`src/rtl/types_pkg.sv`:
```
// Shared widths and the owner tag that follows every SRAM access through
// the read pipeline of the SRAM arbiter.
package types_pkg;

    localparam int SRAM_AW     = 10;
    localparam int SRAM_DW     = 32;
    localparam int TAG_W       = 2;
    localparam int PIPE_CYCLES = 3;

    // Owner of an access: valid marks a real grant, cpu selects the CPU path.
    typedef struct packed {
        logic valid;
        logic cpu;
    } owner_tag_t;

endpackage

```
`src/rtl/delay.sv`:
```
// Fixed-latency delay line: din reappears on dout CYCLES clocks later.
// Synchronous active-low clear empties every stage.
module delay #(
    parameter int SIZE   = 2,
    parameter int CYCLES = 3
) (
    input  logic            clk,
    input  logic            rst_n,
    input  logic [SIZE-1:0] din,
    output logic [SIZE-1:0] dout
);

    logic [CYCLES-1:0][SIZE-1:0] stage_r;

    // Shift din one stage per clock; reset flushes the whole line.
    always_ff @(posedge clk) begin
        if (!rst_n) begin
            stage_r <= '0;
        end else begin
            stage_r[0] <= din;
            for (int i = 1; i < CYCLES; i++) begin
                stage_r[i] <= stage_r[i-1];
            end
        end
    end

    assign dout = stage_r[CYCLES-1];

endmodule

```
`src/rtl/sram_arb.sv`:
```
// Single-port SRAM arbiter between a CPU (one access in flight, level
// request) and a streaming display reader. The display normally wins; a CPU
// that has lost MAX_WAIT times in a row is forced through. Grant in cycle N,
// SRAM address in N+1, SRAM data in N+2, ack/rvalid with data in N+3.
module sram_arb
    import types_pkg::*;
#(
    parameter int unsigned MAX_WAIT = 4
) (
    input  logic               clk,
    input  logic               rst_n,
    input  logic               cpu_req,
    input  logic               cpu_we,
    input  logic [SRAM_AW-1:0] cpu_addr,
    input  logic [SRAM_DW-1:0] cpu_wdata,
    output logic               cpu_ack,
    output logic [SRAM_DW-1:0] cpu_rdata,
    input  logic               disp_req,
    input  logic [SRAM_AW-1:0] disp_addr,
    output logic               disp_gnt,
    output logic               disp_rvalid,
    output logic [SRAM_DW-1:0] disp_rdata,
    output logic [SRAM_AW-1:0] sram_addr,
    output logic               sram_we,
    output logic [SRAM_DW-1:0] sram_datao,
    input  logic [SRAM_DW-1:0] sram_datai
);

    localparam logic [2:0] WAIT_LIMIT = 3'(MAX_WAIT);

    logic       cpu_busy_s;
    logic       cpu_elig_s;
    logic       cpu_gnt_s;
    logic       disp_gnt_s;
    logic [1:0] busy_cnt_r;
    logic [2:0] cpu_wait_r;
    logic       rd_cpu_p1_r;
    logic       rd_cpu_p2_r;
    logic       rd_disp_p1_r;
    logic       rd_disp_p2_r;
    owner_tag_t tag_in_s;
    owner_tag_t tag_out_s;

    // Arbitration: one grant per cycle, display first unless the CPU has starved.
    always_comb begin
        cpu_busy_s = (busy_cnt_r != 2'd0);
        cpu_elig_s = cpu_req && !cpu_busy_s;
        cpu_gnt_s  = 1'b0;
        disp_gnt_s = 1'b0;
        if (!rst_n) begin
            cpu_gnt_s  = 1'b0;
            disp_gnt_s = 1'b0;
        end else if (cpu_elig_s && (!disp_req || (cpu_wait_r == WAIT_LIMIT))) begin
            cpu_gnt_s = 1'b1;
        end else if (disp_req) begin
            disp_gnt_s = 1'b1;
        end else begin
            cpu_gnt_s  = 1'b0;
            disp_gnt_s = 1'b0;
        end
    end

    assign disp_gnt       = disp_gnt_s;
    assign tag_in_s.valid = cpu_gnt_s | disp_gnt_s;
    assign tag_in_s.cpu   = cpu_gnt_s;

    // Track the CPU access in flight: loaded on grant, empty again by N+4.
    always_ff @(posedge clk) begin
        if (!rst_n) begin
            busy_cnt_r <= 2'd0;
        end else if (cpu_gnt_s) begin
            busy_cnt_r <= 2'd3;
        end else if (busy_cnt_r != 2'd0) begin
            busy_cnt_r <= busy_cnt_r - 2'd1;
        end else begin
            busy_cnt_r <= busy_cnt_r;
        end
    end

    // Count lost arbitration rounds of an eligible CPU, saturating at the limit.
    always_ff @(posedge clk) begin
        if (!rst_n) begin
            cpu_wait_r <= 3'd0;
        end else if (cpu_gnt_s) begin
            cpu_wait_r <= 3'd0;
        end else if (cpu_elig_s && (cpu_wait_r < WAIT_LIMIT)) begin
            cpu_wait_r <= cpu_wait_r + 3'd1;
        end else begin
            cpu_wait_r <= cpu_wait_r;
        end
    end

    // Launch the winner onto the SRAM port; only a CPU write raises sram_we.
    always_ff @(posedge clk) begin
        if (!rst_n) begin
            sram_addr  <= {SRAM_AW{1'b0}};
            sram_we    <= 1'b0;
            sram_datao <= {SRAM_DW{1'b0}};
        end else if (cpu_gnt_s) begin
            sram_addr  <= cpu_addr;
            sram_we    <= cpu_we;
            sram_datao <= cpu_wdata;
        end else if (disp_gnt_s) begin
            sram_addr  <= disp_addr;
            sram_we    <= 1'b0;
        end else begin
            sram_we    <= 1'b0;
        end
    end

    // Read-steering flags for stages N+1 and N+2 so data lands in the right path.
    always_ff @(posedge clk) begin
        if (!rst_n) begin
            rd_cpu_p1_r  <= 1'b0;
            rd_cpu_p2_r  <= 1'b0;
            rd_disp_p1_r <= 1'b0;
            rd_disp_p2_r <= 1'b0;
        end else begin
            rd_cpu_p1_r  <= cpu_gnt_s & ~cpu_we;
            rd_cpu_p2_r  <= rd_cpu_p1_r;
            rd_disp_p1_r <= disp_gnt_s;
            rd_disp_p2_r <= rd_disp_p1_r;
        end
    end

    // Capture returning SRAM data into the owning path; the other path holds.
    always_ff @(posedge clk) begin
        if (!rst_n) begin
            cpu_rdata  <= {SRAM_DW{1'b0}};
            disp_rdata <= {SRAM_DW{1'b0}};
        end else if (rd_cpu_p2_r) begin
            cpu_rdata  <= sram_datai;
        end else if (rd_disp_p2_r) begin
            disp_rdata <= sram_datai;
        end else begin
            cpu_rdata  <= cpu_rdata;
            disp_rdata <= disp_rdata;
        end
    end

    delay #(
        .SIZE   (TAG_W),
        .CYCLES (PIPE_CYCLES)
    ) u_tag_pipe (
        .clk   (clk),
        .rst_n (rst_n),
        .din   (tag_in_s),
        .dout  (tag_out_s)
    );

    assign cpu_ack     = tag_out_s.valid &  tag_out_s.cpu;
    assign disp_rvalid = tag_out_s.valid & ~tag_out_s.cpu;

endmodule

```
`config.mk`:
```
export PLATFORM = sky130hd
export DESIGN_NAME = sram_arb
export DESIGN_NICKNAME = d
export VERILOG_FILES = /design/src/rtl/types_pkg.sv /design/src/rtl/delay.sv /design/src/rtl/sram_arb.sv
export SDC_FILE = /design/constraint.sdc
export NUM_CORES = 1
export LEC_CHECK = 0
export ABC_AREA = 1
export CORE_ASPECT_RATIO = 1.25
export CORE_MARGIN = 2
export CORE_UTILIZATION = 42
export CTS_CLUSTER_DIAMETER = 50
export DETAILED_ROUTE_END_ITERATION = 12
export PLACE_DENSITY = 0.84
export RECOVER_POWER = 50
export SYNTH_ARGS = -nofsm -noshare
export SYNTH_HDL_FRONTEND = slang
export SYNTH_SLANG_ARGS = --single-unit
```
`constraint.sdc`:
```
create_clock -name clk -period 1.55 [get_ports clk]
set_clock_uncertainty 0.1 [all_clocks]
set_input_delay 0.31 -clock clk [delete_from_list [all_inputs] [get_ports clk]]
set_output_delay 0.31 -clock clk [all_outputs]
set_load 0.005 [all_outputs]
```
* Word-level counts from Yosys, hierarchy flattened *
Index checks and enable logic that the tools add are counted.

storage, ports and cells
  flip-flop bits (word level) = 122
  input bits = 89

operators by class
  add/subtract/negate cells = 2
  mux-type cells = 9
  reduce and logical (&&, ||, !) cells = 12
  bitwise logic cells = 8
  equality and inequality tests = 1
  magnitude comparators = 1

operators with widths
  cell                                                                 number
  10-bit two-way mux                                                   2
  2-bit nonzero test                                                   3
  1-bit two-way mux                                                    5
  2-bit two-way mux                                                    2
  1-bit NOT                                                            4
  2-bit AND reduction                                                  2
  3-bit by 1-bit adder with 3-bit output (second input constant)       1
  1-bit bitwise AND                                                    3
  3-bit equality test (second input constant)                          1
  1-bit logical AND                                                    3
  3-bit < comparator (second input constant)                           1
  1-bit zero test                                                      2
  2-bit OR reduction                                                   1
  2-bit by 1-bit subtractor with 2-bit output (second input constant)  1
  1-bit logical OR                                                     1
  1-bit OR                                                             1

* Longest topological paths before layout *
Gate-level depths: netlist of the first run.

  depth after elaboration = 8
  mapped depth = 10
  depth with buffers taken out = 9

* Cells and area by module *
Synthesis of the first run repeated with hierarchy kept, for this count alone.

unflattened totals
  cell total of the unflattened synthesis = 593
  area, all modules = 4518.1 sq um

by module, submodules not included
  module    area an instance (sq um)  times used  cells an instance
  sram_arb  4337.9                    1           573
  delay     180.2                     1           20

* Worst setup path before layout of the first run *
No wires, ideal clock.

  path kind = reg-to-output
  start point = register busy_cnt_r[0]
  end point = output port disp_gnt
  arrival time = 1.064 ns
  setup slack = 0.076 ns
  cell stages (with the launch flop) = 8
  cell sequence = dfxtp_1 inv_1 ha_1 nand2_2 clkinv_4 nand2_2 nand2_2 nor2_1

between the ends
  word-level cells in the longest chain between the ends = 6

ends and longest elaborated chain
  element                   RTL line        source
  start: declaration        sram_arb.sv:35  logic [1:0] busy_cnt_r;
  start signal: assignment  sram_arb.sv:74  busy_cnt_r <= busy_cnt_r - 2'd1;
  start signal: assignment  sram_arb.sv:76  busy_cnt_r <= busy_cnt_r;
  2-bit nonzero test        sram_arb.sv:46  cpu_busy_s = (busy_cnt_r != 2'd0);
  1-bit zero test           sram_arb.sv:47  cpu_elig_s = cpu_req && !cpu_busy_s;
  1-bit logical AND         sram_arb.sv:47
  1-bit logical AND         sram_arb.sv:53  end else if (cpu_elig_s && (!disp_req || (cpu_wait_r == WAIT_LIMIT))) begin
  1-bit two-way mux         sram_arb.sv:53
  1-bit two-way mux         sram_arb.sv:50  if (!rst_n) begin
  end: declaration          sram_arb.sv:20  output logic disp_gnt,

No other way between the ends.

* Worst setup path after layout of the first run *
  start point = register cpu_wait_r[1]
  end point = output port disp_gnt

between the ends
  word-level cells in the longest chain between the ends = 5

ends and longest elaborated chain
  element                   RTL line        source
  start: declaration        sram_arb.sv:36  logic [2:0] cpu_wait_r;
  start signal: assignment  sram_arb.sv:87  cpu_wait_r <= cpu_wait_r + 3'd1;
  start signal: assignment  sram_arb.sv:89  cpu_wait_r <= cpu_wait_r;
  3-bit equality test       sram_arb.sv:53
  1-bit logical OR          sram_arb.sv:53
  1-bit logical AND         sram_arb.sv:53
  1-bit two-way mux         sram_arb.sv:53
  1-bit two-way mux         sram_arb.sv:50

No other way between the ends.

==> reports/results.ini, run 1 <==
[run_status]
status = finished with violations
violations = negative setup slack

[setup_path]
path_max_fanout = 2
setup.worst_path.class = reg2out
path_cells = inv_2, ha_4, nand2_4, nand2_4, nand2_4, nand2_4, nor2_1, buf_2
critPathSlowestCell = dfxtp_2
cpPeakStageDelay_ns = 0.35
critPathTopFamily = flip-flops
cp_num_cells = 8
r2r_start = cpu_wait_r[1]
cp-start-kind = flip-flop
reg2regPathDepth = 12
endpoint_kind = primary output
r2r_slack_ns = -0.24
path_common_cell = nand2_4
arrival_ns = 1.47
worstPathRequired_ns = 1.14
crit_path_end = disp_gnt
r2r-end = sram_addr[0]
critPathLaunch = cpu_wait_r[1]
critPathBufInv = 2

[power]
power.switching_mw = 2.71
leakagePower_nw = 3.90
combPwrFrac = 0.232
pwr-share-seq = 0.373
finalPower_mw = 9.57
switching_share = 0.283
p_int_mw = 6.86
clkPwrFrac = 0.395
ir_worst_vdd_v = 0.000829
powerDensity_nw_per_um2 = 1250

[cts]
clock_latency_ns = 0.41
cts-root-buf = clkbuf_16
numCtsBuffers = 17
cts_tree = yes
cts.sink_count = 122
cts.reportedPaths.clkPinSlew_ns = 0.06
cts_max_path_buffers = 2
ctsHtreeMaxLevel = 4

[timing]
fin_crit_ns = 1.88
worstMarginPinSlew_ns = 0.566
tns_ns = -7.32
rsz0062_at_grt = true
setup_slack_ns = -0.330
post-route-period-util = 1.21
hold_viol_final = 0
relSlewSlack = 0.623
timing.hold.ws_ns = 0.256
fmax_ghz = 0.532
setup_viol = 49
slew_violations = 0

[drt]
dr.pass1.iters = 6
wl_met2_um = 8280
wl_met1_um = 5640
vias = 4863
drt_first_iter_violations = 186
wl_per_cell_um = 16.4
via_per_inst = 5.05
drc = 0
dr_wl_met3_um = 1230
routed.top_layer = met4
drt_wl_total_um = 15800
ant_nets = 0

[synth]
syn_nets = 679
synth_top_area_frac = 0.543
synth_edf_count = 0
synth_seq_area_share = 0.543
synthArstFlopShare = 0
synth_top_area_cell = dfxtp_1
synth.avg_cell_area_sq_um = 7.66
syn-cell-area_sq_um = 4500
synth_top_flop_cell = dfxtp_1
ys_ff_latch = 122
synth_area_leaders = dfxtp_1 54%, nor2_1 13%, nand2_1 11%
synth_warnings = 0
ys_types = 22
synth_cells = 587

[finish]
final_area_sq_um = 7680
final.fill_count = 737
nets = 910
multi_input_area_sq_um = 1880
syn2layout_area_growth_pct = 70.6
layout-drive-gt1-share = 0.185
diodes = 0
layout.area.seq_sq_um = 2450
final_util = 0.730

[placement]
dp_hpwl_um = 9310
io_buffers = 198
place_area_sq_um = 6620
place.gp.congestion = 0.819

[die]
start_util = 0.428
die_w_um = 96.6
rows = 42
die_area_sq_um = 11600
core_region_area_sq_um = 10500
die_h_um = 120
io_pins = 199

[global_routing]
antenna_found_initial = 0
grt_pass1_vias = 4634
grt_usage = 0.242
grt_start_max_net_pins = 54
grt_pass1_wl_um = 21600
globalRouteOverflowTotal = 0

[hold_path]
holdCritPathClass = in2reg
min_delay_path_depth = 4

[job]
maxCapViolCount = 0

timing repair:
item | in CTS | in global routing
gates resized for setup | 142 | 76
pin swaps | 7 | 28
gates cloned | 4 | 5
hold buffers | 0 | 0
endpoints found under the setup margin | 158 | 47
setup buffers | 7 | 11
flip-flops by register name, summed over array words and instances, names as in the netlist, 2 cells and up:
signal / count
busy_cnt_r: 2
cpu_rdata: 32
cpu_wait_r: 3
disp_rdata: 32
sram_addr: 10
sram_datao: 32
u_tag_pipe.dout: 2
u_tag_pipe.stage_r: 4
Yosys cell counts (4+ instances only):
cell / instances
o21ai_1: 7
nand4_1: 10
nand2_1: 133
inv_2: 4
a31oi_1: 10
clkbuf_1: 9
nand2_2: 4
o21ai_0: 58
nor2_1: 153
inv_1: 38
buf_6: 10
dfxtp_1: 122
buf_2: 12
power by group through the flow:
stage / Clock (mW) / Combinational, mW / Sequential (mW)
floorplan: 0 / 0.760 / 3.61
global placement: 0 / 1.64 / 3.59
detailed placement: 0 / 1.72 / 3.60
CTS: 3.81 / 1.86 / 3.55
global route: 3.97 / 2.38 / 3.59
finish: 3.78 / 2.22 / 3.57
stage by stage:
step,worst slack (ns),std cells
6_report,-0.330,963
5_1_grt,-0.352,963
4_1_cts,-0.309,948
3_5_place_dp,-0.523,907
3_3_place_gp,-0.506,907
2_1_floorplan,0.0761,587
metal layers:
layer,global-route usage,vias up
li1,-,2293
met1,0.243,2230
met2,0.446,279
met3,0.0672,61
met4,0.112,0
met5,0,-
layout by cell type (no fill, tap or decap), types with 3 or more instances in the layout:
cell type / n
dfxtp_2: 9
nand2_2: 33
buf_16: 3
inv_2: 9
clkdlybuf4s50_1: 87
dfxtp_1: 113
nand2_1: 94
buf_6: 9
o21ai_0: 58
clkinv_4: 5
nand4_1: 10
buf_8: 3
buf_4: 23
clkbuf_16: 20
buf_12: 5
o21ai_1: 6
nor2_1: 150
clkinvlp_4: 4
nand2_4: 10
a31oi_1: 10
inv_1: 32
dlygate4sd2_1: 108
final cells by class:
class                      count  area share
sequential                   122       0.320
timing repair buffer         245       0.315
clock buffer                  20      0.0595
tap                          132      0.0215
multi-input combinational    388       0.245
clock inverter                12      0.0153
inverter                      44      0.0241
cells by family after synthesis:
logic type      Yosys count  share of synthesized area
xor+xnor                  2                    0.00389
compound gates           79                     0.0915
fa+ha+maj                 3                    0.00834
simple gates            303                      0.264
buf+inv                  78                     0.0893
flops                   122                      0.543
worst min-delay path, cell delays in order:
cell     delay, ns
buf_2         0.12
buf_4         0.18
nand2_1       0.07
inv_1         0.03
how the worst min path moves through the flow:
stage	slack, ns	start	endpoint
2_1_floorplan	0.28	cpu_we	rd_cpu_p1_r
3_3_place_gp	0.29	u_tag_pipe.stage_r[0]	u_tag_pipe.stage_r[2]
3_5_place_dp	0.30	rd_disp_p1_r	rd_disp_p2_r
4_1_cts	0.18	rst_n	cpu_wait_r[2]
5_1_grt	0.26	rst_n	rd_disp_p2_r
6_report	0.26	rst_n	rd_disp_p2_r
No activity file was read; power rests on OpenSTA's default activity.
==> inputs of run 2 (changes only) <==
--- a/config.mk
+++ b/config.mk
@@ -8,10 +8,10 @@
 export ABC_AREA = 1
 export CORE_ASPECT_RATIO = 1.25
 export CORE_MARGIN = 2
-export CORE_UTILIZATION = 42
+export CORE_UTILIZATION = 45
 export CTS_CLUSTER_DIAMETER = 50
 export DETAILED_ROUTE_END_ITERATION = 12
-export PLACE_DENSITY = 0.84
+export PLACE_DENSITY = 0.89
 export RECOVER_POWER = 50
 export SYNTH_ARGS = -nofsm -noshare
 export SYNTH_HDL_FRONTEND = slang
==> constraint.sdc (replaced) <==
create_clock -name clk -period 2.42 [get_ports clk]
set_clock_uncertainty 0.1 [all_clocks]
set_input_delay 0.484 -clock clk [delete_from_list [all_inputs] [get_ports clk]]
set_output_delay 0.484 -clock clk [all_outputs]
set_load 0.005 [all_outputs]
==> run 2 against run 1 <==
The run now ends clean. Worst hold slack improved by 0.056 ns. Critical path depth did not move. Die area fell by 6.4%. Core utilization rose by 0.97 points. Power fell by 36%. Highest routed layer unchanged.
==> reports/results.ini, run 2 (synthesized netlist as in run 1, its figures left out) <==
[run_status]
status = finished, final reports clean

[die]
start_util = 0.466  ; +0.0377
io_pins = 199  ; unchanged
die_area_sq_um = 10800  ; -6.4%
core_region_area_sq_um = 9660  ; -8.1%
die_h_um = 116  ; -3.3%
rows = 40  ; -4.8%
die_w_um = 93.4  ; -3.3%

[finish]
nets = 873  ; -4.1%
multi_input_area_sq_um = 1650  ; -12%
layout-drive-gt1-share = 0.0605  ; -0.125
largest_registers = cpu_rdata (32), disp_rdata (32), sram_datao (32)
diodes = 0  ; unchanged
layout_common_cells = 161 x clkdlybuf4s50_1, 153 x nor2_1, 133 x nand2_1
syn2layout_area_growth_pct = 58.9
mostFrequentLayoutCell = clkdlybuf4s50_1
layout.area.seq_sq_um = 2440  ; -0.46%
final.fill_count = 683  ; -7.3%

[timing]
setup_viol = 0  ; -100%
fin_crit_ns = 2.25
relSlewSlack = 0.311  ; -0.312
fmax_ghz = 0.444
worstMarginPinSlew_ns = 1.03  ; +0.467 ns
post-route-period-util = 0.931
hold_viol_final = 0  ; unchanged
tns_ns = 0  ; +7.32 ns
slew_violations = 0  ; unchanged
rsz0062_at_grt = false
timing.hold.ws_ns = 0.312  ; +0.0562 ns

[global_routing]
grt_use_met3 = 0.0969  ; +0.0297
grt_usage = 0.247  ; +0.00512
met2_usage = 0.454  ; +0.00797
gr-usage-met1 = 0.238  ; -0.00570
globalRouteOverflowTotal = 0  ; unchanged
antenna_found_initial = 0  ; unchanged
gr-max-usage-layer = met2
grt_start_max_net_pins = 85  ; +57%
grt_pass1_wl_um = 20600  ; -4.5%
grt_pass1_vias = 4485  ; -3.2%

[setup_path]
arrival_ns = 1.67  ; +0.20 ns
worstPathRequired_ns = 1.84  ; +0.70 ns
cp-start-kind = flip-flop
setup.worst_path.class = reg2out
endpoint_kind = primary output
path_max_fanout = 4  ; +2

[job]
maxCapViolCount = 0  ; unchanged

[cts]
cts-root-buf = clkbuf_16
cts_tree = yes
cts.reportedPaths.clkPinSlew_ns = 0.06  ; about the same
numCtsBuffers = 17  ; unchanged
cts.sink_count = 122  ; unchanged
cts_max_path_buffers = 2  ; unchanged
cts_setup_buffers = 0  ; -7
cts_hold_buf = 0  ; unchanged
clock_latency_ns = 0.41  ; about the same
ctsHtreeMaxLevel = 4  ; unchanged

[drt]
via_per_inst = 4.90  ; -2.9%
drt_first_iter_violations = 199  ; +7.0%
ant_nets = 0  ; unchanged
wl_per_cell_um = 14.4  ; -12%
drt_wl_total_um = 13200  ; -16%
dr.pass1.iters = 4  ; -2
vias = 4510  ; -7.3%
drc = 0  ; unchanged

[power]
ir_worst_vdd_v = 0.000492  ; -41%
leakagePower_nw = 3.27  ; -16%
powerDensity_nw_per_um2 = 852  ; -32%

[placement]
io_buffers = 198  ; unchanged
dp_hpwl_um = 9100  ; -2.2%
place.gp.congestion = 0.827  ; +0.90%

[hold_path]
holdCritPathClass = reg2reg

run 2: cell types whose count changed in the layout (fill, tap and decap cells not counted), moves of 4 or more:
cell,delta
nand2_2,-29
buf_6,-9
buf_12,-4
nand2_4,-10
dlygate4sd2_1,-108
dlygate4sd3_1,+35
dfxtp_2,-9
buf_4,-16
nand2_1,+39
clkdlybuf4s50_1,+74
inv_2,-8
inv_1,+10
dfxtp_1,+9
bufinv_16,+4
run 2: layout make-up:
type	count	area share
Clock inverter	10	0.0263
Multi-Input combinational cell	387	0.231
Clock buffer	22	0.0677
Timing Repair Buffer	209	0.288
Tap cell	126	0.0221
Inverter	44	0.0238
Sequential cell	122	0.342
run 2: layer usage:
metal / share of wire / wire, um
met1: 0.35 / 4630
met5: 0 / 0
met4: 0.029 / 390
met3: 0.094 / 1240
met2: 0.53 / 6970
run 2: what timing repair did:
item,4_1_cts,5_1_grt
hold endpoints to repair,0,0
resized for setup,1,2
endpoints found under the setup margin,1,1
run 2: final timing paths:
path / endpoint / slack, ns / startpoint / depth (start not counted)
worst min register to register: u_tag_pipe.stage_r[2] / 0.31 / u_tag_pipe.stage_r[0] / 2
worst max register to register: disp_rdata[23] / 0.28 / rd_cpu_p2_r / 6
worst max-delay path: disp_gnt / 0.17 / busy_cnt_r[0] / 8
worst min-delay path: u_tag_pipe.stage_r[2] / 0.31 / u_tag_pipe.stage_r[0] / 2
run 2: power by group:
part / switching [mW] / internal, mW / leakage, nW
clock network: 0.879 / 1.94 / 0.323
logic: 0.486 / 0.513 / 1.95
registers: 0.0927 / 2.18 / 0.995
run 2: stage by stage:
step           setup WS, ns  utilization  area (sq um)  cells  power, mW
2_1_floorplan         0.772            -          4500    587       2.80
3_3_place_gp        -0.0766        0.673          6500    888       3.27
3_5_place_dp        -0.0805        0.673          6500    888       3.32
4_1_cts              0.0328        0.742          7170    920       6.16
5_1_grt              0.0315        0.740          7150    920       6.35
6_report              0.167        0.740          7150    920       6.09
run 2: critical path: stages, from the launching register on:
cell	delay [ns]
dfxtp_1	0.36
inv_1	0.06
ha_1	0.25
nand2_2	0.12
clkinv_4	0.06
nand2_2	0.07
nand2_2	0.05
nor2_1	0.13
clkbuf_2	0.15
==> inputs of run 3 (changes only) <==
--- a/config.mk
+++ b/config.mk
@@ -7,12 +7,14 @@
 export LEC_CHECK = 0
 export ABC_AREA = 1
 export CORE_ASPECT_RATIO = 1.25
-export CORE_MARGIN = 2
+export CORE_MARGIN = 3
 export CORE_UTILIZATION = 45
 export CTS_CLUSTER_DIAMETER = 50
+export CTS_CLUSTER_SIZE = 16
 export DETAILED_ROUTE_END_ITERATION = 12
 export PLACE_DENSITY = 0.89
 export RECOVER_POWER = 50
+export REMOVE_ABC_BUFFERS = 1
 export SYNTH_ARGS = -nofsm -noshare
 export SYNTH_HDL_FRONTEND = slang
 export SYNTH_SLANG_ARGS = --single-unit
==> run 3 against run 2 <==
Power fell by 6.8%. Worst setup slack got worse by 0.016 ns. Sequential cell count did not move. Highest routed layer unchanged.
==> reports/results.ini, run 3 (synthesized netlist as in run 1, its figures left out) <==
[run_status]
status = finished, final reports clean

[die]
io_pins = 199  ; unchanged
die_h_um = 118  ; +1.7%
start_util = 0.466  ; unchanged
die_area_sq_um = 11200  ; +3.9%
die_w_um = 95.4  ; +2.1%
core_region_area_sq_um = 9660  ; unchanged
rows = 40  ; unchanged

[global_routing]
grt_pass1_wl_um = 21000  ; +2.0%
grt_start_max_net_pins = 48  ; -44%
antenna_found_initial = 0  ; unchanged
grt_usage = 0.239  ; -0.00765
globalRouteOverflowTotal = 0  ; unchanged
grt_pass1_vias = 4365  ; -2.7%

[setup_path]
worstPathRequired_ns = 1.84  ; about the same
setup.worst_path.class = reg2out
crit_path_end = disp_gnt
path_max_fanout = 2  ; -2
endpoint_kind = primary output
r2r-end = disp_rdata[21]
r2r_slack_ns = 0.20  ; -0.08 ns
r2r_start = rd_cpu_p2_r
reg2regPathDepth = 5  ; -1
critPathLaunch = cpu_wait_r[0]
cp-start-kind = flip-flop
arrival_ns = 1.68  ; about the same

[timing]
fmax_ghz = 0.441  ; -0.71%
tns_ns = 0  ; unchanged
setup_viol = 0  ; unchanged
worstMarginPinSlew_ns = 1.13  ; +0.0961 ns
fin_crit_ns = 2.27  ; +0.0161 ns
post-route-period-util = 0.938  ; +0.00665
rsz0062_at_grt = false
relSlewSlack = 0.247  ; -0.0633
hold_viol_final = 0  ; unchanged
slew_violations = 0  ; unchanged

[power]
leakagePower_nw = 3.21  ; -1.8%
pwr-share-seq = 0.400  ; +0.026
clkPwrFrac = 0.425  ; -0.037
ir_worst_vdd_v = 0.000492  ; about the same
p_int_mw = 4.21  ; -9.2%
combPwrFrac = 0.175  ; +0.011
switching_share = 0.259  ; +0.0196
power.switching_mw = 1.47  ; +0.90%
powerDensity_nw_per_um2 = 807  ; -5.3%

[job]
maxCapViolCount = 0  ; unchanged

[cts]
cts.reportedPaths.clkPinSlew_ns = 0.06  ; about the same
cts.sink_count = 122  ; unchanged
cts_hold_buf = 0  ; unchanged
clock_latency_ns = 0.40  ; about the same
cts-root-buf = clkbuf_16
numCtsBuffers = 17  ; unchanged
ctsHtreeMaxLevel = 4  ; unchanged
cts_max_path_buffers = 2  ; unchanged
cts_tree = yes
cts_setup_buffers = 0  ; unchanged
cts_resized = 3  ; +2

[finish]
diodes = 0  ; unchanged
layout_common_cells = 161 x clkdlybuf4s50_1, 153 x nor2_1, 134 x nand2_1
layout-drive-gt1-share = 0.0629  ; +0.00244
nets = 874  ; +0.11%
final_area_sq_um = 7040  ; -1.6%
syn2layout_area_growth_pct = 56.4
largest_registers = cpu_rdata (32), disp_rdata (32), sram_datao (32)
mostFrequentLayoutCell = clkdlybuf4s50_1

[drt]
drt_first_iter_violations = 190  ; -4.5%
vias = 4538  ; +0.62%
drt_wl_total_um = 13400  ; +1.5%
ant_nets = 0  ; unchanged
dr.pass1.iters = 5  ; +1
drc = 0  ; unchanged
via_per_inst = 4.93  ; +0.51%
wl_per_cell_um = 14.6  ; +1.4%

[placement]
dp_hpwl_um = 9680  ; +6.3%
place_area_sq_um = 6490  ; about the same
place.gp.congestion = 0.787  ; -4.8%
io_buffers = 198  ; unchanged

[hold_path]
holdCritPathClass = reg2reg

==> run 3: cell count changes in the layout (fill, tap and decap cells not counted), sizes merged <==
cell / delta
buf: -1
clkinv: +6
clkbuf: -3
clkinvlp: +1
dlygate4sd2: +1
bufinv: -3
==> run 3: layout make-up <==
cell class | instances | area (sq um)
Multi-Input combinational cell | 387 | 1640
Timing Repair Buffer | 210 | 2040
Clock inverter | 14 | 150
Inverter | 44 | 170
Fill cell | 670 | 2620
Sequential cell | 122 | 2440
Tap cell | 126 | 158
Clock buffer | 18 | 429
==> run 3: routing by layer <==
layer,share of wire,up-vias,track usage
li1,-,2219,-
met1,0.37,2032,0.266
met2,0.47,262,0.389
met3,0.13,25,0.115
met4,0.020,0,0.0907
met5,0,-,0
==> run 3: stage by stage <==
stage	total power, mW	utilization	instances	hold slack, ns	setup slack, ns
after floorplan	2.72	-	553	0.290	0.433
after global placement	3.27	0.672	889	0.294	0.0529
after detailed placement	3.32	0.672	889	0.296	0.0658
after CTS	5.75	0.733	921	0.308	0.127
after global routing	5.94	0.729	921	0.337	0.0108
final	5.68	0.729	921	0.307	0.151
==> run 3: how the worst min path moves through the flow <==
stage	startpoint	to	slack, ns	cells past startpoint
final	u_tag_pipe.stage_r[2]	u_tag_pipe.dout[0]	0.31	2
after global routing	rd_disp_p1_r	rd_disp_p2_r	0.34	2
after CTS	u_tag_pipe.stage_r[2]	u_tag_pipe.dout[0]	0.31	2
after detailed placement	u_tag_pipe.stage_r[2]	u_tag_pipe.dout[0]	0.30	2
after global placement	rd_cpu_p1_r	rd_cpu_p2_r	0.29	2
after floorplan	rd_cpu_p1_r	rd_cpu_p2_r	0.29	2
==> run 3: critical path, cell delays in order, from the launching register on <==
cell and delay [ns]:
dfxtp_1 0.35, inv_1 0.08, ha_1 0.20, nand2_1 0.09, nand2_1 0.10, nand2_2 0.09, nand2_2 0.05, nor2_1 0.08
dlygate4sd2_1 0.25
==> run 3: power by group through the flow <==
stage / clock, mW / sequential (mW) / combinational [mW]
floorplan: 0 / 2.31 / 0.405
global placement: 0 / 2.30 / 0.969
detailed placement: 0 / 2.31 / 1.00
CTS: 2.45 / 2.27 / 1.03
global route: 2.56 / 2.29 / 1.10
finish: 2.41 / 2.27 / 0.994
